<file path="config.mk">
export PLATFORM = sky130hd
export DESIGN_NAME = counter_poll_master
export DESIGN_NICKNAME = d
export VERILOG_FILES = /design/src/rtl/counter_poll_pkg.sv /design/src/rtl/counter_poll_master_period_tick_gen.sv /design/src/rtl/counter_poll_master.sv
export SDC_FILE = /design/constraint.sdc
export NUM_CORES = 1
export LEC_CHECK = 0
export BUFFER_PORTS_ARGS = -buffer_cell sky130_fd_sc_hd__buf_2
export CAP_MARGIN = 25
export CORE_MARGIN = 2
export CORE_UTILIZATION = 30
export DETAILED_ROUTE_END_ITERATION = 7
export GPL_TIMING_DRIVEN = 0
export HOLD_SLACK_MARGIN = 0.03
export PLACE_DENSITY = 0.58
export SKIP_LAST_GASP = 1
export SYNTH_ARGS = -nofsm -noshare
export SYNTH_HDL_FRONTEND = slang
export SYNTH_SLANG_ARGS = --single-unit
export TNS_END_PERCENT = 100
</file>
<file path="constraint.sdc">
create_clock -name m_axi_aclk -period 10.3 [get_ports m_axi_aclk]
set_input_delay 0.515 -clock m_axi_aclk [delete_from_list [all_inputs] [get_ports m_axi_aclk]]
set_output_delay 0.515 -clock m_axi_aclk [all_outputs]
set_load 0.03 [all_outputs]
</file>
<file path="src/rtl/counter_poll_pkg.sv">
// Shared definitions for the counter poll master slice.
// - state_t    : read-master FSM states (IDLE/AR/R/OUT)
// - RESP_*     : AXI read response codes of interest
// - DATA_W     : width of the counter slave's read data bus
package counter_poll_pkg;

    localparam int unsigned DATA_W = 64;

    localparam logic [1:0] RESP_OKAY   = 2'd0;
    localparam logic [1:0] RESP_SLVERR = 2'd2;

    typedef enum logic [1:0] {
        ST_IDLE = 2'd0,
        ST_AR   = 2'd1,
        ST_R    = 2'd2,
        ST_OUT  = 2'd3
    } state_t;

endpackage

</file>
<file path="src/rtl/counter_poll_master_period_tick_gen.sv">
// Periodic trigger source.
// Ports:
//   clk         - clock
//   rst         - synchronous active-high reset
//   period_en   - enables the timer
//   period      - cycles between ticks; 0 disables the timer
//   period_tick - one-cycle pulse every 'period' cycles while enabled
module period_tick_gen (
    input  logic        clk,
    input  logic        rst,
    input  logic        period_en,
    input  logic [31:0] period,
    output logic        period_tick
);

    logic [31:0] cnt;
    logic        active;
    logic        at_end;

    assign active = period_en && (period != '0);
    // '>=' rather than '==' so that shrinking 'period' below the current
    // count reloads immediately instead of running through a 32-bit wrap.
    assign at_end      = (cnt >= (period - 32'd1));
    assign period_tick = active && at_end;

    always_ff @(posedge clk) begin
        if (rst || !active) begin
            cnt <= '0;
        end else if (at_end) begin
            cnt <= '0;
        end else begin
            cnt <= cnt + 32'd1;
        end
    end

endmodule

</file>
<file path="src/rtl/counter_poll_master.sv">
// AXI-lite read master that samples a 64-bit cycle counter slave.
// One read is issued per trigger (software pulse or period timer); each
// result is delivered with the delta from the previous sample on a
// valid/ready stream.
// Ports:
//   m_axi_aclk, m_axi_areset       - clock, synchronous active-high reset
//   trig, period_en, period        - trigger sources
//   m_axi_ar*, m_axi_r*            - AXI-lite read channels to counter slave
//   smp_valid/ready, smp_cnt,
//   smp_delta, smp_first           - sample output stream
//   err_resp, err_timeout          - sticky error flags
//   drop_cnt                       - saturating dropped-trigger count
module counter_poll_master
    import counter_poll_pkg::*;
#(
    parameter logic [11:0] CNT_ADDR = 12'h000,
    parameter int unsigned TIMEOUT  = 1024,
    parameter int unsigned DROP_W   = 16
) (
    input  logic              m_axi_aclk,
    input  logic              m_axi_areset,
    input  logic              trig,
    input  logic              period_en,
    input  logic [31:0]       period,
    output logic              m_axi_arvalid,
    input  logic              m_axi_arready,
    output logic [11:0]       m_axi_araddr,
    output logic [2:0]        m_axi_arprot,
    input  logic              m_axi_rvalid,
    output logic              m_axi_rready,
    input  logic [DATA_W-1:0] m_axi_rdata,
    input  logic [1:0]        m_axi_rresp,
    output logic              smp_valid,
    input  logic              smp_ready,
    output logic [DATA_W-1:0] smp_cnt,
    output logic [DATA_W-1:0] smp_delta,
    output logic              smp_first,
    output logic              err_resp,
    output logic              err_timeout,
    output logic [DROP_W-1:0] drop_cnt
);

    localparam int unsigned WAIT_W = (TIMEOUT < 2) ? 1 : $clog2(TIMEOUT);
    localparam logic [WAIT_W-1:0] WAIT_LAST = WAIT_W'(TIMEOUT - 1);

    state_t              state;
    state_t              state_nxt;
    logic                period_tick;
    logic                tev;
    logic                pending;
    logic                have_prev;
    logic [DATA_W-1:0]   prev;
    logic [WAIT_W-1:0]   wait_cnt;
    logic                out_done;

    period_tick_gen u_period (
        .clk         (m_axi_aclk),
        .rst         (m_axi_areset),
        .period_en   (period_en),
        .period      (period),
        .period_tick (period_tick)
    );

    assign tev          = trig || period_tick;
    assign out_done     = (state == ST_OUT) && smp_ready;
    assign m_axi_araddr = CNT_ADDR;
    assign m_axi_arprot = '0;

    always_ff @(posedge m_axi_aclk) begin
        if (m_axi_areset) begin
            state <= ST_IDLE;
        end else begin
            state <= state_nxt;
        end
    end

    always_comb begin
        state_nxt     = state;
        m_axi_arvalid = 1'b0;
        m_axi_rready  = 1'b0;
        smp_valid     = 1'b0;
        case (state)
            ST_IDLE: begin
                if (tev || pending) state_nxt = ST_AR;
            end
            ST_AR: begin
                m_axi_arvalid = 1'b1;
                if (m_axi_arready) state_nxt = ST_R;
            end
            ST_R: begin
                m_axi_rready = 1'b1;
                if (m_axi_rvalid) state_nxt = ST_OUT;
            end
            ST_OUT: begin
                smp_valid = 1'b1;
                if (smp_ready) state_nxt = (pending || tev) ? ST_AR : ST_IDLE;
            end
            default: state_nxt = ST_IDLE;
        endcase
    end

    // Trigger bookkeeping: one read in flight plus one pending.
    // When OUT hands off while both pending and a new tev exist, one of
    // them launches the next read and the other stays pending.
    always_ff @(posedge m_axi_aclk) begin
        if (m_axi_areset) begin
            pending  <= 1'b0;
            drop_cnt <= '0;
        end else if (state == ST_IDLE) begin
            pending <= 1'b0;
        end else if (out_done) begin
            pending <= pending && tev;
        end else if (tev) begin
            if (!pending) begin
                pending <= 1'b1;
            end else if (drop_cnt != '1) begin
                drop_cnt <= drop_cnt + 1'b1;
            end
        end
    end

    always_ff @(posedge m_axi_aclk) begin
        if (m_axi_areset) begin
            smp_cnt     <= '0;
            smp_delta   <= '0;
            smp_first   <= 1'b0;
            prev        <= '0;
            have_prev   <= 1'b0;
            err_resp    <= 1'b0;
            err_timeout <= 1'b0;
            wait_cnt    <= '0;
        end else begin
            if (state == ST_AR && m_axi_arready) begin
                wait_cnt <= '0;
            end
            if (state == ST_R) begin
                if (m_axi_rvalid) begin
                    smp_cnt   <= m_axi_rdata;
                    smp_delta <= have_prev ? (m_axi_rdata - prev) : '0;
                    smp_first <= !have_prev;
                    prev      <= m_axi_rdata;
                    have_prev <= 1'b1;
                    if (m_axi_rresp != RESP_OKAY) err_resp <= 1'b1;
                end else if (wait_cnt == WAIT_LAST) begin
                    err_timeout <= 1'b1;
                end else begin
                    wait_cnt <= wait_cnt + 1'b1;
                end
            end
        end
    end

endmodule

</file>
-- Word level (Yosys, flattened, before mapping)
Cells that the tools add are included.
- register bits after elaboration: 193
- word-level logic and storage cells: 66
- add/subtract/negate cells: 5
- order comparisons: 1
- equality and inequality tests: 9
- multiplexer cells: 16
- bitwise operators: 3
- reductions and logical operators: 21
- operators with widths (cell ; count):
    $mux W64 ; 1
    $sub A64 B64 Y64 ; 1
    $mux W10 ; 4
    $add A32 B1 Y32 const B ; 1
    $ge A32 B32 Y1 ; 1
    $reduce_bool A32 Y1 ; 1
    $sub A32 B1 Y32 const B ; 1
    $add A16 B1 Y16 const B ; 1
    $ne A16 B16 Y1 const B ; 1
    $add A10 B1 Y10 const B ; 1
    $eq A10 B10 Y1 const B ; 1
    $mux W2 ; 4
    $ne A2 B2 Y1 const B ; 4
    $pmux W2 S4 ; 1
    $mux W1 ; 6
    $reduce_and A3 Y1 ; 2
    $logic_and A1 B1 Y1 ; 5
    $reduce_and A5 Y1 ; 1
    $eq A2 B2 Y1 const B ; 2
    $reduce_and A4 Y1 ; 1
    $reduce_bool A2 Y1 ; 2
    $reduce_or A2 Y1 ; 2
    $logic_or A1 B1 Y1 ; 3
    $not A1 Y1 ; 3
    4 further kinds ; 5

-- Logic depth before layout (Yosys ltp)
Gate-level depths: netlist of the first run.
- depth after elaboration: 8
- gate-level depth with buffers: 20
- gate-level depth less buffers: 19

-- Hierarchy
A second synthesis of the first run with hierarchy kept.
- cell total of the unflattened synthesis: 1673
- area, all modules: 12756.0 sq um
- by module, submodules not included (module ; times used ; cells each ; area each (sq um) ; seq. area each (sq um)):
    counter_poll_master ; 1 ; 1346 ; 10017.1 ; 3223.1
    period_tick_gen ; 1 ; 327 ; 2738.9 ; 640.6

-- Worst setup path before layout of the first run
Ideal clock, no wire load.
- path kind: input to register
- from: in period[2]
- to: reg drop_cnt[6]
- setup time: 123 ps
- data arrival time: 4559 ps
- data required time: 10177 ps
- setup slack: 5618 ps
- cell stages on the path: 18
- cell sequence: nor3_1 and3_1 nand2b_1 nor4_1 nand2b_1 or3_1 xor2_1 ha_1 a21o_1 a21o_1 a21o_1 a2111oi_0 o211ai_1 o211a_1 o31ai_2 nor4b_1 nand3_1 mux2_1
- word-level cells in the longest chain between the ends: 5
- elaborated cells between the ends (all ways): 7
- ends and longest elaborated chain (what ; line ; source):
    from (decl) ; counter_poll_master.sv:24 ; input logic [31:0] period,
    $sub A32 B1 Y32 / $reduce_bool A32 Y1 (equally long branches) ; counter_poll_master_period_tick_gen.sv:23, counter_poll_master_period_tick_gen.sv:20 ;
    $ge A32 B32 Y1 / $logic_and A1 B1 Y1 (equally long branches) ; counter_poll_master_period_tick_gen.sv:23, counter_poll_master_period_tick_gen.sv:20 ;
    $logic_and A1 B1 Y1 (*) ; counter_poll_master_period_tick_gen.sv:24 ; assign period_tick = active && at_end;
    $logic_or A1 B1 Y1 (*) ; counter_poll_master.sv:64 ; assign tev = trig || period_tick;
    $reduce_and A5 Y1 (no line) (*) ; -- ;
    to (signal assigned) ; counter_poll_master.sv:117 ; drop_cnt <= drop_cnt + 1'b1;
    to (decl) ; counter_poll_master.sv:40 ; output logic [DROP_W-1:0] drop_cnt
Mark *: on every way between the ends. The rest lies on a longest branch, timed or not.
A chain may end at the register's enable or synchronous reset.

-- Worst setup path in the final report of the first run
Same ends and word-level chain as after synthesis.

==> results.cfg, run 1 <==
[timing]
fin_crit_ns = 4.93
fin_crit_sh_pct = 47.9
clock.fmax_mhz = 203
whs_ns = 0.272
finClkSkew_ns = 0.0130
slew_violations = 0
setup_tns_ns = 0
timing.final.ws_setup_ns = 5.37
tightestPinTransition_ns = 0.917
hold_viol = 0
finalSetupViolCount = 0
slew_headroom_pct = 38.0
rsz0062_at_grt = no

[global_routing]
antenna_found_initial = 7
grt_max_degree = 17
overflow = 0
grt_first_pass_wirelength_um = 63000
grt_usage_pct = 18.5
grt_pass1_vias = 11800

[floorplanning]
die-height_um = 209
design.die.area_um2 = 43800
placementRows = 75
die_x_um = 209
coreArea_um2 = 41800
start_util_pct = 30.3
pin_count = 270

[power_and_ir_drop]
power_mw = 2.32
max-vdd-ir-drop_mv = 0.121
p_leak_nw = 6.36
p_per_area_nw_per_um2 = 152

[critical_path]
worstSetupStartpointType = input pin
path_cells = buf_2, nor3_1, and3_1, nand2b_1, nor4_1, nand2b_1, or3_1, xor2_1, ha_1, a21o_1, a21o_1, a21o_1, a2111oi_0, o211ai_1, o211a_1, o31ai_2, nor4b_1, nand3_1, mux2_1
cp.required_ns = 10.68
criticalPathCategory = in -> reg
crit_path_max_incr_delay_ns = 0.59
cp_max_fo = 8
cpMaxStageDelayCell = o31ai_2
critPathCaptureType = register
crit_arrival_ns = 5.31
crit_top_cell = a21o_1
r2r_slack_ns = 6.26

[clock_network]
cts_tree = yes
max-clock-path-buffers = 2
cts-htree-levels = 4
clk-insertion-delay-late_ns = 0.49
cts_buffers = 17
post_cts_resized = 0
ctsHoldBuffers = 0
clk_pin_slew_ns = 0.07
cts_root_buffer = clkbuf_16
cts_setup_buffers = 0
numClockSinks = 193

[placed_design]
routabilityCongestion = 0.937
io_buffers = 254
dp_slack_ns = 4.81
dp_hpwl_um = 32700

[synthesis]
synth_warnings = 0
synth_top_area_cell = dfxtp_1
ys_ff_latch = 193
synth_top_flop_cell = dfxtp_1
yosysSeqAreaShare_pct = 30.6
synth_cell_types = 89
synthDominantCellAreaShare_pct = 30.6
synth_edf_count = 0
synth_area_um2 = 12600
netlist_instances = 1626
netlist_top_cells_area = dfxtp_1 (31%), ha_1 (10%), nand2_1 (7.4%)
syn_area_per_cell_um2 = 7.77
async_flop_share_pct = 0

[hold_path]
hold_path_class = in -> reg

[routing]
wl_per_cell_um = 16.3
vias_per_cell = 4.99
drtIter0Drc = 683
drc = 0
antenna_left = 0
num_vias = 12300
dr.pass1.iters = 5
drt-total-wl_um = 40200

[job]
maxCapViolCount = 0

[layout]
finalNetCount = 2123
area_growth_pct = 20.8
postLayoutCoreUtil_pct = 36.5
seqCellArea_um2 = 3860
multi_input_area_um2 = 8000
fillers = 4396
final_layout_size_suffix_gt1_share_pct = 17.4

[run_status]
status = finished clean
area by class of cell:
cell class              instances  area share [%]
diodes                          3          0.0492
plain buffers                  87            2.99
clock buffers                  21            3.02
clock inverters                11           0.984
inverters                      98            2.41
multi-input cells            1262            52.4
flip-flops and latches        193            25.3
well taps                     539            4.42
repair buffers                255            8.38
worst max-delay path: cells and delay by family:
| kind | cells | cell delay (ns) |
|---|---|---|
| compound gates | 7 | 1.96 |
| mux | 1 | 0.32 |
| xor+xnor | 1 | 0.16 |
| fa+ha+maj | 1 | 0.30 |
| buf+inv | 1 | 0.12 |
| simple gates | 8 | 1.94 |
synth_stat cells, drive strengths merged, types with 12 or more instances:
cell and instances:
buf 28, xor2 53, nor2 143, o21ai 68, o21a 14, and3 21, xnor2 81, nand4 26
o21bai 22, nor2b 12, dfxtp 193, clkbuf 56, a21o 50, nand2 249, a21oi 162, ha 103
a22oi 27, nor3 34, nand3 35, inv 98
sequential cells by signal, indices dropped and copies added (netlist names), 2 cells and up:
name,flops
drop_cnt,16
prev,64
smp_delta,64
state,2
u_period.cnt,32
wait_cnt,10
per-layer routing:
| layer | track usage, % | wire (um) | part of all wire [%] |
|---|---|---|---|
| met5 | 0 | 55 | 0.14 |
| met4 | 7.22 | 1050 | 2.6 |
| met3 | 5.73 | 2870 | 7.1 |
| met2 | 30.0 | 18300 | 45 |
| met1 | 22.8 | 17900 | 45 |
metrics by stage:
step	instance area, um^2	cells
3_5_place_dp	14600	2434
3_3_place_gp	14600	2433
4_1_cts	15300	2466
6_report	15300	2469
2_1_floorplan	12700	1640
5_1_grt	15300	2467
cells by family (layout without fill, tap and decap cells):
family | after synthesis | in the layout | share of synthesized area [%]
AND/OR/NAND/NOR | 588 | 588 | 21.4
XOR/XNOR | 134 | 134 | 9.29
flip-flops | 193 | 193 | 30.6
multiplexers | 6 | 6 | 0.495
adder cells (fa/ha/maj) | 105 | 105 | 10.4
buffers and inverters | 185 | 472 | 6.53
other | 1 | 18 | 0.0297
AO/OA/AOI/OAI | 414 | 414 | 21.2
power breakdown:
part | leakage [nW] | switching (mW) | internal, mW
combinational | 4.51 | 0.520 | 0.273
clock | 0.294 | 0.318 | 0.396
sequential | 1.56 | 0.0302 | 0.783
total | 6.36 | 0.868 | 1.45
cell usage in the layout (no fill, tap or decap), types with 14 or more instances in the layout:
cell type,instances
conb_1,15
nand2_1,248
clkbuf_1,55
buf_4,18
a22oi_1,27
nand3_1,34
o21ai_0,52
o21a_1,14
nand4_1,26
a21oi_1,158
o21ai_1,16
o21bai_1,22
dfxtp_1,193
xor2_1,53
a21o_1,48
clkbuf_16,17
buf_2,256
xnor2_1,81
ha_1,103
nor2_1,142
inv_1,97
and3_1,19
nor3_1,33
path summary, 6_finish.rpt:
path                         to       startpoint  depth (start not counted)
setup / recovery    drop_cnt[6]        period[2]                         19
hold / removal         prev[28]  m_axi_rdata[28]                          3
setup reg to reg  smp_delta[42]          prev[0]                         13
hold reg to reg        err_resp         err_resp                          2
Power figures use the tool's default switching activity.
==> inputs of run 2 (changes only) <==
--- a/config.mk
+++ b/config.mk
@@ -5,6 +5,7 @@
 export SDC_FILE = /design/constraint.sdc
 export NUM_CORES = 1
 export LEC_CHECK = 0
+export ABC_AREA = 1
 export BUFFER_PORTS_ARGS = -buffer_cell sky130_fd_sc_hd__buf_2
 export CAP_MARGIN = 25
 export CORE_MARGIN = 2
==> constraint.sdc (replaced) <==
create_clock -name m_axi_aclk -period 4.7 [get_ports m_axi_aclk]
set_input_delay 0.235 -clock m_axi_aclk [delete_from_list [all_inputs] [get_ports m_axi_aclk]]
set_output_delay 0.235 -clock m_axi_aclk [all_outputs]
set_load 0.03 [all_outputs]
==> run 2 against run 1 <==
  * Routed wire length up 29%
  * Clock power up 99%
  * Worst hold slack worse by 0.20 ns
  * Combinational power rose to 3.0 times the previous value
  * Global-route usage up 3.2 points
  * Non-clock buffer count up 11
  * Cell area up 11%
  * Total power up 140%
  * First-iteration DRC count up 24%
  * Largest power group is now combinational cells
  * Highest routed layer unchanged
==> results.cfg, run 2 <==
[synthesis]
synth_warnings = 0
synth_cell_types = 46
synth.most_common_cell = nand2_1
synth_top_flop_cell = dfxtp_1
netlist_instances = 2214
yosysSeqAreaShare_pct = 27.7
synth_area_um2 = 13900
synthDominantCellAreaShare_pct = 27.7
async_flop_share_pct = 0
netlist_top_cells_area = dfxtp_1 (28%), nand2_1 (13%), a21oi_1 (9.7%)
synth_common_cells = nand2_1 (476), inv_1 (336), a21oi_1 (270)
ys_ff_latch = 193
synth_edf_count = 0
syn_area_per_cell_um2 = 6.29
synth_top_area_cell = dfxtp_1

[placed_design]
dp_hpwl_um = 43100
placed_cell_area_um2 = 16000
routabilityCongestion = 0.925
io_buffers = 254
dpl.cell_count = 3082
dp_slack_ns = 0.513

[timing]
slew_headroom_pct = 29.7
finClkSkew_ns = 0.0144
finalSetupViolCount = 0
tightestPinTransition_ns = 1.05
timing.final.ws_setup_ns = 1.06
hold_viol = 0
whs_ns = 0.0693
rsz0062_at_grt = no
slew_violations = 0
fin_crit_sh_pct = 77.5
fin_crit_ns = 3.64
clock.fmax_mhz = 274
setup_tns_ns = 0

[routing]
antenna_left = 0
vias_per_cell = 4.75
num_vias = 14900
dr.pass1.iters = 7
drtIter0Drc = 849
drc = 0
wl_per_cell_um = 16.4
drt-total-wl_um = 51700

[critical_path]
crit_arrival_ns = 4.06
criticalPathCategory = in -> reg
cp_max_fo = 10
worstSetupStartpointType = input pin
cp.required_ns = 5.11
critPathCaptureType = register

[clock_network]
clk_pin_slew_ns = 0.07
numClockSinks = 193
cts_root_buffer = clkbuf_16
cts_setup_buffers = 0
max-clock-path-buffers = 2
cts-htree-levels = 4
cts_buffers = 17
clk-insertion-delay-late_ns = 0.49
cts_tree = yes

[floorplanning]
placementRows = 78
die_x_um = 219
coreArea_um2 = 45600
die-height_um = 219
start_util_pct = 30.6
design.die.area_um2 = 48200
pin_count = 270

[layout]
layout_commonest_cell = nand2_1
reg_top3 = prev x64, smp_delta x64, u_period.cnt x32
final_cell_area_um2 = 16900
final_cell_count_no_fill = 3148
fillers = 5050
final_cell_mix = nand2_1 (476), inv_1 (336), a21oi_1 (270)
finalNetCount = 2744
area_growth_pct = 21.3
final_layout_size_suffix_gt1_share_pct = 14.1
postLayoutCoreUtil_pct = 37.1

[power_and_ir_drop]
p_leak_nw = 7.34
power_mw = 5.65
p_per_area_nw_per_um2 = 334
max-vdd-ir-drop_mv = 0.324

[global_routing]
grt_pass1_vias = 14800
grt_first_pass_wirelength_um = 79800
grt_usage_pct = 21.7
antenna_found_initial = 2
overflow = 0
grt_max_degree = 19

[job]
maxCapViolCount = 0

[run_status]
status = finished clean

[hold_path]
hold_path_class = in -> reg
run 2: cell count changes in the layout (fill, tap and decap cells not counted), sizes merged, moves of 45 or more:
cell   previous run  this run
nand2           249       479
xnor2            81        21
inv             101       344
a21oi           162       271
o21ai            68       140
nor2            143       260
nand3            35       141
a21o             50         5
run 2: cell families (layout without fill, tap and decap cells):
kind of cell,Yosys count,in the layout,share of synthesized area [%]
other,1,16,0.0269
xor gates and xnor gates,55,55,3.46
and+or+nand+nor,1003,1003,30.9
AOI/OAI and AO/OA,456,456,17.2
buffers and inverters,402,721,11.3
adders and majority gates,104,104,9.39
DFF,193,193,27.7
run 2: layout make-up:
class                      instances  area [um^2]  share of cell area (%)
multi-input combinational       1633         8550                    50.6
timing repair buffer             288         1610                    9.54
clock inverter                    13          121                   0.718
antenna                            1         2.50                  0.0148
tap                              600          751                    4.44
buffer                            65          307                    1.81
sequential                       193         3860                    22.9
clock buffer                      18          429                    2.54
inverter                         337         1260                    7.49
run 2: critical path: stages:
cell and delay [ns]:
buf_2 0.10, inv_1 0.08, ha_1 0.21, nand2_1 0.10
nor2_2 0.14, nand2_1 0.12, nor2_1 0.25, nand2_1 0.14
nor4_1 0.45, nand3_1 0.16, xor2_1 0.18, ha_1 0.27
nand2_1 0.06, nor2_1 0.15, nand2_1 0.10, nor2_1 0.11
nand2_1 0.07, nand2_1 0.06, nand2_1 0.14, a21oi_2 0.21
nand2_2 0.15, inv_2 0.14, buf_4 0.19, nand2_1 0.06
a21oi_1 0.13
run 2: final timing paths:
check / depth (start not counted) / endpoint / from / slack, ns
setup / recovery: 25 / drop_cnt[7] / period[0] / 1.06
hold / removal: 3 / prev[43] / m_axi_rdata[43] / 0.07
setup reg to reg: 16 / smp_delta[38] / prev[0] / 1.30
hold reg to reg: 2 / smp_delta[58] / smp_delta[58] / 0.46
run 2: what timing repair did:
item	CTS	global route
endpoints found under the hold margin	34	0
gates resized for setup	0	0
hold buffers	34	0
run 2: layer usage:
layer	part of all wire (%)	vias up	global-route usage (%)
met4	2.4	2	7.55
met3	4.6	59	3.62
li1	-	7784	-
met5	0.025	-	0
met2	48	336	37.4
met1	45	6766	27.2
run 2: where the power goes:
group          internal (mW)  switching [mW]  total [mW]  leakage [nW]
Combinational          0.720            1.67        2.39          5.52
Sequential              1.76          0.0724        1.83          1.56
Clock                  0.695           0.730        1.42         0.271
Total                   3.18            2.48        5.65          7.34
